**config.mk**
```make
export PLATFORM = sky130hd
export DESIGN_NAME = player_input_conditioner
export DESIGN_NICKNAME = d
export VERILOG_FILES = /design/src/rtl/player_input_conditioner_pkg.sv /design/src/rtl/player_input_conditioner_button_debouncer.sv /design/src/rtl/player_input_conditioner.sv
export SDC_FILE = /design/constraint.sdc
export NUM_CORES = 1
export LEC_CHECK = 0
export ABC_CLOCK_PERIOD_IN_PS = 12750
export CAP_MARGIN = 20
export CELL_PAD_IN_SITES_DETAIL_PLACEMENT = 0
export CELL_PAD_IN_SITES_GLOBAL_PLACEMENT = 1
export CORE_MARGIN = 2
export CORE_UTILIZATION = 51
export DETAILED_ROUTE_END_ITERATION = 8
export PLACE_DENSITY = 0.89
export SLEW_MARGIN = 10
export SYNTH_ARGS = -nofsm -noshare
export SYNTH_HDL_FRONTEND = slang
export SYNTH_SLANG_ARGS = --single-unit
```
**constraint.sdc**
```tcl
create_clock -name clk -period 12.75 [get_ports clk]
set_clock_uncertainty 0.05 [all_clocks]
set_input_delay 3.825 -clock clk [delete_from_list [all_inputs] [get_ports clk]]
set_output_delay 3.825 -clock clk [all_outputs]
set_load 0.05 [all_outputs]
```
**src/rtl/player_input_conditioner_pkg.sv**
```systemverilog
// rtl/player_input_conditioner_pkg.sv - shared button FSM encoding for the input conditioner
package player_input_conditioner_pkg;

  localparam logic [2:0] IDLE       = 3'd0;
  localparam logic [2:0] WAIT_PRESS = 3'd1;
  localparam logic [2:0] PULSE      = 3'd2;
  localparam logic [2:0] HELD       = 3'd3;
  localparam logic [2:0] WAIT_REL   = 3'd4;

  // A button counts as debounced-pressed from its pulse until release is accepted.
  function automatic logic is_held(logic [2:0] st);
    return (st == PULSE) || (st == HELD) || (st == WAIT_REL);
  endfunction

endpackage

```
**src/rtl/player_input_conditioner_button_debouncer.sv**
```systemverilog
// rtl/player_input_conditioner_button_debouncer.sv - synchronizer plus press/release debounce FSM for one button
module button_debouncer
  import player_input_conditioner_pkg::*;
#(
  parameter int DEB_W = 20
) (
  input  logic clk,
  input  logic rst,
  input  logic raw,
  output logic pulse,
  output logic held
);

  logic [1:0]       sync_q;
  logic             sync_in;
  logic [2:0]       state;
  logic [DEB_W-1:0] cnt;

  assign sync_in = sync_q[1];

  always_ff @(posedge clk or posedge rst) begin
    if (rst) sync_q <= 2'b00;
    else     sync_q <= {sync_q[0], raw};
  end

  // Counter only restarts on entry to a waiting state, so it never wraps.
  always_ff @(posedge clk or posedge rst) begin
    if (rst) begin
      state <= IDLE;
      cnt   <= '0;
    end else begin
      case (state)
        IDLE: if (sync_in) begin
          state <= WAIT_PRESS;
          cnt   <= '0;
        end
        WAIT_PRESS: begin
          if (!sync_in)  state <= IDLE;
          else if (&cnt) state <= PULSE;
          else           cnt   <= cnt + DEB_W'(1);
        end
        PULSE: state <= HELD;
        HELD: if (!sync_in) begin
          state <= WAIT_REL;
          cnt   <= '0;
        end
        WAIT_REL: begin
          if (sync_in)   state <= HELD;
          else if (&cnt) state <= IDLE;
          else           cnt   <= cnt + DEB_W'(1);
        end
        default: state <= IDLE;
      endcase
    end
  end

  assign pulse = (state == PULSE);
  assign held  = is_held(state);

endmodule

```
**src/rtl/player_input_conditioner.sv**
```systemverilog
// rtl/player_input_conditioner.sv - debounced button pulses and stable switch words for the game core
module player_input_conditioner
  import player_input_conditioner_pkg::*;
#(
  parameter int DEB_W   = 20,
  parameter int SW_W    = 16,
  parameter int SW_BITS = 8
) (
  input  logic               clk,
  input  logic               rst,
  input  logic               btn_left_raw,
  input  logic               btn_right_raw,
  input  logic [SW_BITS-1:0] swA_raw,
  input  logic [SW_BITS-1:0] swB_raw,
  output logic               left_pulse,
  output logic               right_pulse,
  output logic               left_held,
  output logic               right_held,
  output logic [SW_BITS-1:0] Ain,
  output logic [SW_BITS-1:0] Bin
);

  button_debouncer #(.DEB_W(DEB_W)) u_left (
    .clk   (clk),
    .rst   (rst),
    .raw   (btn_left_raw),
    .pulse (left_pulse),
    .held  (left_held)
  );

  button_debouncer #(.DEB_W(DEB_W)) u_right (
    .clk   (clk),
    .rst   (rst),
    .raw   (btn_right_raw),
    .pulse (right_pulse),
    .held  (right_held)
  );

  logic [SW_BITS-1:0] sw_raw [2];
  logic [SW_BITS-1:0] sw_out [2];

  assign sw_raw[0] = swA_raw;
  assign sw_raw[1] = swB_raw;

  // Any bit change restarts the stability count; the word is only published once saturated.
  for (genvar p = 0; p < 2; p++) begin : g_sw
    logic [SW_BITS-1:0] s1, s2, cand, word;
    logic [SW_W-1:0]    scnt;

    always_ff @(posedge clk or posedge rst) begin
      if (rst) begin
        s1   <= '0;
        s2   <= '0;
        cand <= '0;
        scnt <= '0;
        word <= '0;
      end else begin
        s1 <= sw_raw[p];
        s2 <= s1;
        if (s2 != cand) begin
          cand <= s2;
          scnt <= '0;
        end else if (!(&scnt)) begin
          scnt <= scnt + SW_W'(1);
        end else begin
          word <= cand;
        end
      end
    end

    assign sw_out[p] = word;
  end

  assign Ain = sw_out[0];
  assign Bin = sw_out[1];

endmodule

```
Word-level counts from Yosys, hierarchy flattened
Index checks and enable logic that the tools add are counted.
{"block": "op_classes", "addsub": 4, "mul": 0, "n_div": 0, "order_cmp": 0, "eq_ne": 24, "shift": 0, "mux": 30, "bitwise_logic": 2, "n_reduce_logical": 18}
{"cell": "20-bit two-way mux", "count": 10}
{"cell": "20-bit case mux with 4 select lines", "count": 2}
{"cell": "16-bit two-way mux", "count": 4}
{"cell": "20-bit by 1-bit adder with 20-bit output (second input constant)", "count": 2}
{"cell": "20-bit AND reduction", "count": 2}
{"cell": "3-bit two-way mux", "count": 12}
{"cell": "17-bit AND reduction", "count": 2}
{"cell": "16-bit by 1-bit adder with 16-bit output (second input constant)", "count": 2}
{"cell": "16-bit AND reduction", "count": 2}
{"cell": "3-bit case mux with 5 select lines", "count": 2}
{"cell": "8-bit inequality test", "count": 2}
{"cell": "3-bit by 2-bit equality test with 1-bit output (second input constant)", "count": 4}
{"cell": "2-bit inequality test (second input constant)", "count": 6}
{"cell": "5-bit AND reduction", "count": 2}
{"cell": "2-bit by 1-bit inequality test with 1-bit output (second input constant)", "count": 4}
{"cell": "4-bit AND reduction", "count": 2}
{"cell": "4-bit nonzero test", "count": 2}
{"cell": "3-bit by 1-bit equality test with 1-bit output (second input constant)", "count": 2}
{"cell": "3-bit equality test (second input constant)", "count": 2}
{"cell": "3-bit zero test", "count": 2}
{"cell": "3-bit by 1-bit inequality test with 1-bit output (second input constant)", "count": 2}
{"cell": "3-bit inequality test (second input constant)", "count": 2}
{"cell": "1-bit logical OR", "count": 4}
{"cell": "1-bit inverter", "count": 2}
{"block": "word_totals", "ff_bits": 146, "latch_bits": 0, "ram_bits": 0, "romBits": 0, "wordCells": 94, "memories": 0}

Depth between registers and ports, before layout
Gate-level depths: netlist (run 1).
{"block": "logic_depth", "depth_word": 4, "depth_mapped": 8, "mapped_depth_nobuf": 6}

Hierarchy
From an unflattened synthesis (run 1), not the netlist that was laid out.
{"block": "unflattened", "hier_cells": 611, "hier_area_um2": 6632.6}
{"module": "player_input_conditioner", "instances": 1, "cells_per_inst": 287, "area_each_um2": 3702.3}
{"module": "button_debouncer", "instances": 2, "cells_per_inst": 162, "area_each_um2": 1465.2}

Least setup slack after synthesis (run 1)
OpenSTA, ideal clock, no wires.
{"block": "synth_path", "kind": "reg2out", "start": "register u_right.state[1]", "end": "output right_held", "arrival_ns": 1.703, "required_time_ns": 8.875, "setup_slack_ns": 7.172, "path_stages_with_launch": 5, "path_buffers": 1, "path_cell_list": "dfrtp_1 -> clkbuf_8 -> inv_1 -> nand2_1 -> o21ai_0"}
{"block": "synth_via", "elab_chain_len": 3}
{"element": "start: declaration", "line_no": "player_input_conditioner_button_debouncer.sv:16", "source": "logic [2:0] state;"}
{"element": "start signal: assignment", "line_no": "player_input_conditioner_button_debouncer.sv:29", "source": "state <= IDLE;"}
{"element": "start signal: assignment", "line_no": "player_input_conditioner_button_debouncer.sv:34", "source": "state <= WAIT_PRESS;"}
{"element": "start signal: assignment", "line_no": "player_input_conditioner_button_debouncer.sv:38", "source": "if (!sync_in) state <= IDLE;"}
{"element": "3-bit by 2-bit equality test with 1-bit output", "line_no": "player_input_conditioner_pkg.sv:12", "source": "return (st == PULSE) || (st == HELD) || (st == WAIT_REL);"}
{"element": "1-bit logical OR", "line_no": "player_input_conditioner_pkg.sv:12"}
{"element": "1-bit logical OR *", "line_no": "player_input_conditioner_pkg.sv:12"}
{"element": "end: declaration", "line_no": "player_input_conditioner.sv:18", "source": "output logic right_held,"}
Mark *: on every way between the ends. The rest lies on a longest branch, timed or not.

Final worst setup path (run 1)
{"block": "layout_path", "start": "register u_left.state[1]", "end": "output left_pulse"}
{"block": "layout_via", "elab_chain_len": 1}
{"element": "start: declaration", "line_no": "player_input_conditioner_button_debouncer.sv:16"}
{"element": "start signal: assignment", "line_no": "player_input_conditioner_button_debouncer.sv:29"}
{"element": "start signal: assignment", "line_no": "player_input_conditioner_button_debouncer.sv:34"}
{"element": "start signal: assignment", "line_no": "player_input_conditioner_button_debouncer.sv:38"}
{"element": "3-bit by 2-bit equality test with 1-bit output", "line_no": "player_input_conditioner_button_debouncer.sv:57", "source": "assign pulse = (state == PULSE);"}
{"element": "end: declaration", "line_no": "player_input_conditioner.sv:15", "source": "output logic left_pulse,"}
Every way passes these cells.

==> flow_summary.toml, run 1 <==
[outcome]
status = "completed"

[detailed_routing]
viasPerCell = 5.79
drt_wl_total_um = 13500
drt_iter0_drc = 328
final_antenna_net_count = 0
remaining_drc_errors = 0
vias = 4924
wl_per_cell_um = 15.9
drt_pass1_iterations = 4

[layout]
nNetsFinal = 686
drive_gt1_share_pct = 11.7
fin_util_pct = 59.8
area_growth_pct = 15.7
fill_cells = 1035
final_common_cell = "dfrtp_1"
antenna_cells = 0
layout_common_cells = "dfrtp_1, nand2_1, nor2_1, clkdlybuf4s50_1, nand3_1"

[critical_path]
timing.rr.end = "Bin[5]"
rr_worst_depth = 5
regToRegSetupSlack_ns = 10.14
cp_slowest_cell = "clkdlybuf4s50_1"
crit_arrival_ns = 2.19
crit_chain = "nor2b_1 -> nor2b_1 -> clkdlybuf4s50_1"
critical_path_class = "register to output port"
cp_common_cell = "nor2b_1"
critPathCapture = "left_pulse"
crit_required_ns = 8.88
r2r-start = "g_sw[1].cand[3]"
slowest_delay_ns = 0.81
endpoint_kind = "output port"
crit_fanout = 12
crit_start = "u_left.state[1]"
start_kind = "register"

[global_routing]
grt_pass1_vias = 4720
grt-ovfl-total = 0
grt_max_degree = 78
grt.total_usage_pct = 20.1
grt_pass1_wl_um = 22900
antenna_found_initial = 0

[clocking]
cts_resized = 0
cts_tree = "done"
post_cts_buffers = 0
insertion_delay_ns = 0.43
clk_path_buf_depth = 2
cts_hold_buf = 0
cts_max_level = 4
cts_sinks = 146
clk_pin_slew_ns = 0.06
cts-root-buf = "clkbuf_16"
numCtsBuffers = 17

[sta]
finalCritPeriodShare_pct = 47.6
slew_headroom_pct = 35.0
min_period_ns = 6.07
slew_viol_final = 0
worst_slew_pin_slew_ns = 0.966
hold_violations = 0
totalNegativeSetupSlack_ns = 0
clock.fmax_ghz = 0.165
final-setup-viol-count = 0
rsz0062_at_grt = "no"

[floorplanning]
fp-row-count = 42
die_area_um2 = 14200
die_y_um = 119
io_pins = 40
coreArea_um2 = 13100
dieWidth_um = 119
initial_core_util_pct = 51.7

[placement]
gp_congestion = 0.835
portBuffers = 39
dp_hpwl_um = 8820

[power]
power_density_nw_per_um2 = 134
irDropWorstVdd_uv = 84.9
power.leakage_nw = 3.19

[synthesis]
syn-cell-area_um2 = 6760
syn-num-nets = 666
synth-edff-count = 0
postSynthCellCount = 642
synth_ff_type = "dfrtp_1"
synth-async-reset-ratio_pct = 100
ys_types = 64
ys_warn_count = 0
ys_seq_area_share_pct = 54.0
ys_ff_latch = 146
syn_avg_cell_area_um2 = 10.5

[run]
maxCapViolations = 0

[hold_path]
hp-class = "register to register"
==> cell usage after synthesis (3+ instances only) <==
master	count	area share (%)
dfrtp_1	146	54
nand2_1	62	3.4
nor2_1	48	2.7
nand3_1	35	2.6
clkbuf_1	27	1.5
xor2_1	22	2.8
nand4_1	20	1.8
nor3_1	20	1.5
a21oi_1	19	1.4
xnor2_1	19	2.5
inv_1	16	0.89
mux2_2	16	2.7
mux2i_1	13	1.9
o22ai_1	13	1.2
a31oi_1	11	1.0
and3_1	11	1.0
nor4_1	10	0.92
buf_2	8	0.59
o21ai_0	8	0.59
a32oi_1	7	0.91
and4_1	7	0.91
nor2b_1	7	0.65
a211oi_1	6	0.67
nand3b_1	6	0.67
o211ai_1	6	0.67
or2_2	6	0.55
nand2b_1	5	0.46
a311o_1	4	0.59
a31o_2	4	0.52
ha_1	4	0.74
nor3b_1	4	0.44
or3_2	4	0.44
a21o_1	3	0.33
a311oi_1	3	0.39
a32o_1	3	0.44
and2_1	3	0.28
==> worst min-delay path by stage <==
stage | from | endpoint | slack [ns] | cells after the start
2_1_floorplan | g_sw[0].s1[0] | g_sw[0].s2[0] | 0.28 | 0
3_3_place_gp | g_sw[0].s1[2] | g_sw[0].s2[2] | 0.28 | 0
3_5_place_dp | g_sw[0].s1[6] | g_sw[0].s2[6] | 0.28 | 0
4_1_cts | g_sw[1].s1[7] | g_sw[1].s2[7] | 0.30 | 0
5_1_grt | g_sw[0].s1[1] | g_sw[0].s2[1] | 0.31 | 0
6_report | g_sw[1].s1[7] | g_sw[1].s2[7] | 0.30 | 0
==> flip-flops by register name, summed over array words and instances (netlist names) <==
register,cells
u_right.sync_q,2
u_right.cnt,20
u_left.state,3
Bin,8
u_left.sync_q,2
g_sw.cand,16
Ain,8
u_left.cnt,20
g_sw.s1,16
g_sw.scnt,32
g_sw.s2,16
u_right.state,3
==> kinds of logic (layout without fill, tap and decap cells) <==
group	Yosys count	after routing	synth area share (%)
buf+inv	57	90	3.90
compound gates	101	101	10.7
mux	29	29	4.59
simple gates	264	264	20.8
flops	146	146	54.0
xor+xnor	41	41	5.31
fa+ha+maj	4	4	0.740
==> worst max-delay path, delay by kind of cell, from the launching register on <==
kind / cells / cell delay, ns
DFF: 1 / 0.55
and+or+nand+nor: 2 / 0.41
buffers and inverters: 1 / 0.81
==> area by class of cell <==
type	instances	area, µm²	area share [%]
flip-flops and latches	146	3650	46.7
repair buffers	42	413	5.28
inverters	16	65.1	0.832
well taps	176	220	2.81
multi-input cells	439	2850	36.4
clock buffers	19	453	5.79
clock inverters	13	173	2.21
==> power by group <==
group          switching (mW)  internal, mW  total [mW]
Sequential             0.0109         0.476       0.487
Clock                   0.201         0.321       0.522
Combinational          0.0254        0.0167      0.0421
Total                   0.237         0.814        1.05
==> routing by layer <==
layer / GRT usage, % / vias to the layer above / part of all wire (%)
li1: - / 2356 / -
met1: 27.8 / 2469 / 47
met2: 31.4 / 81 / 49
met3: 3.83 / 18 / 3.0
met4: 8.11 / 0 / 1.6
met5: 0 / - / 0
==> metrics by stage <==
step	cells	total power [mW]	instance area, µm²	hold WS (ns)	setup WS (ns)
2_1_floorplan	642	0.523	6760	0.281	4.95
6_report	851	1.05	7820	0.296	6.68
3_3_place_gp	819	0.536	7200	0.283	6.97
5_1_grt	851	1.09	7820	0.306	6.54
4_1_cts	851	1.06	7820	0.298	6.68
3_5_place_dp	819	0.538	7200	0.285	6.90
Note: power is estimated with default switching activity, not from simulation.
==> run 2, diff against run 1 <==
--- a/config.mk
+++ b/config.mk
@@ -5,14 +5,14 @@
 export SDC_FILE = /design/constraint.sdc
 export NUM_CORES = 1
 export LEC_CHECK = 0
-export ABC_CLOCK_PERIOD_IN_PS = 12750
+export ABC_CLOCK_PERIOD_IN_PS = 5200
 export CAP_MARGIN = 20
 export CELL_PAD_IN_SITES_DETAIL_PLACEMENT = 0
 export CELL_PAD_IN_SITES_GLOBAL_PLACEMENT = 1
 export CORE_MARGIN = 2
-export CORE_UTILIZATION = 51
+export CORE_UTILIZATION = 43
 export DETAILED_ROUTE_END_ITERATION = 8
-export PLACE_DENSITY = 0.89
+export PLACE_DENSITY = 0.8
 export SLEW_MARGIN = 10
 export SYNTH_ARGS = -nofsm -noshare
 export SYNTH_HDL_FRONTEND = slang
==> constraint.sdc (replaced) <==
create_clock -name clk -period 5.2 [get_ports clk]
set_clock_uncertainty 0.05 [all_clocks]
set_input_delay 1.56 -clock clk [delete_from_list [all_inputs] [get_ports clk]]
set_output_delay 1.56 -clock clk [all_outputs]
set_load 0.05 [all_outputs]
==> run 2 against run 1 <==
  * Sequential power increased by 140%
  * Cell count up 4.2%
  * Sequential cell count unchanged
  * Via count is 0.41% lower
  * Critical path depth is the same
  * Count of clock-buffer cells in the layout fell by 2
  * Routed wire length shrank 1.8%
  * Largest power group unchanged
==> flow_summary.toml, run 2 (synthesis gave the netlist of run 1 again) <==
[critical_path]
crit_required_ns = 3.59
crit_arrival_ns = 2.19
crit_start = "u_left.state[1]"
critPathCapture = "left_pulse"
timing.rr.end = "u_left.cnt[13]"
regToRegSetupSlack_ns = 2.64
start_kind = "register"
critical_path_class = "register to output port"
rr_worst_depth = 7
crit_fanout = 12
endpoint_kind = "output port"
r2r-start = "u_left.cnt[0]"

[layout]
largest_reg_flops = 32
instances_no_fill = 887
area_growth_pct = 16.3
fill_cells = 1359
antenna_cells = 0
nNetsFinal = 687
final_common_cell = "dfrtp_1"
multi_input_area_um2 = 2850
seqCellArea_um2 = 3650
drive_gt1_share_pct = 11.8
reg_top3 = "g_sw.scnt x32, u_left.cnt x20, u_right.cnt x20"
layout_common_cells = "dfrtp_1, nand2_1, nor2_1, clkdlybuf4s50_1, nand3_1"
largest-register = "g_sw.scnt"

[clocking]
cts_max_level = 4
insertion_delay_ns = 0.42
numCtsBuffers = 17
cts_sinks = 146
cts_hold_buf = 0
clk_path_buf_depth = 2
cts_tree = "done"
clk_pin_slew_ns = 0.06
cts-root-buf = "clkbuf_16"
post_cts_buffers = 0
cts_resized = 0

[floorplanning]
dieWidth_um = 129
io_pins = 40
die_area_um2 = 16700
fp-row-count = 45
coreArea_um2 = 15300
die_y_um = 129
initial_core_util_pct = 44.2

[outcome]
status = "completed"

[power]
power.leakage_nw = 3.18
irDropWorstVdd_uv = 237
power.total_mw = 2.53
power_density_nw_per_um2 = 322

[sta]
rsz0062_at_grt = "no"
worst_slew_pin_slew_ns = 0.949
slew_headroom_pct = 36.6
final-setup-viol-count = 0
finalCritPeriodShare_pct = 73.0
totalNegativeSetupSlack_ns = 0
setup_ws_ns = 1.40
hold_violations = 0
clock.fmax_ghz = 0.263
min_period_ns = 3.80
slew_viol_final = 0

[global_routing]
grt_max_degree = 98
antenna_found_initial = 0
grt_pass1_vias = 4771
grt_pass1_wl_um = 22900
grt.total_usage_pct = 17.1
grt-ovfl-total = 0

[detailed_routing]
wl_met1_um = 6090
final_antenna_net_count = 0
drt_iter0_drc = 323
wl_per_cell_um = 15.0
vias = 4904
viasPerCell = 5.53
drt_wl_total_um = 13300
remaining_drc_errors = 0
wl_met2_um = 6620
wl_met3_um = 484
drt_pass1_iterations = 4
top_layer = "met4"

[run]
maxCapViolations = 0

[placement]
dp_hpwl_um = 8920
dp_slack_ns = 1.86
portBuffers = 39
gp_congestion = 0.808
placed_cells = 855

[hold_path]
hp-start = "u_right.sync_q[0]"
hp-class = "register to register"
-- run 2: through the flow --
step | hold WS (ns) | cell area (µm²) | utilization (%)
2_1_floorplan | 0.281 | 6770 | -
3_3_place_gp | 0.283 | 7260 | 47.4
3_5_place_dp | 0.286 | 7260 | 47.4
4_1_cts | 0.298 | 7870 | 51.4
5_1_grt | 0.305 | 7870 | 51.4
6_report | 0.297 | 7870 | 51.4
-- run 2: routing by layer --
| layer | track usage, % | vias up |
|---|---|---|
| met3 | 4.42 | 8 |
| met5 | 0 | - |
| met2 | 27.5 | 96 |
| li1 | - | 2363 |
| met1 | 22.8 | 2437 |
| met4 | 5.57 | 0 |
-- run 2: cell type report --
| class | instances | share of cell area (%) |
|---|---|---|
| sequential | 146 | 46.4 |
| inverter | 16 | 0.811 |
| clock buffer | 17 | 5.41 |
| multi-input combinational | 439 | 36.2 |
| tap | 211 | 3.36 |
| clock inverter | 15 | 2.32 |
| timing repair buffer | 43 | 5.50 |
-- run 2: worst min-delay path by stage --
stage / to / slack [ns] / cells after the start
floorplan: g_sw[0].s2[0] / 0.28 / 0
global route: g_sw[1].s2[6] / 0.31 / 0
global placement: g_sw[1].s2[4] / 0.28 / 0
CTS: g_sw[1].s2[1] / 0.30 / 0
detailed placement: u_right.sync_q[1] / 0.29 / 0
finish: u_right.sync_q[1] / 0.30 / 0
-- run 2: where the power goes --
group	internal, mW	switching [mW]
registers	1.17	0.0265
logic	0.0423	0.0619
clock network	0.692	0.540
total	1.90	0.628
-- run 2: worst max-delay path, stage by stage, from the launching register on --
cell and delay (ns):
dfrtp_1 0.53, nor2b_1 0.26, nor2b_1 0.16, clkdlybuf4s50_1 0.82
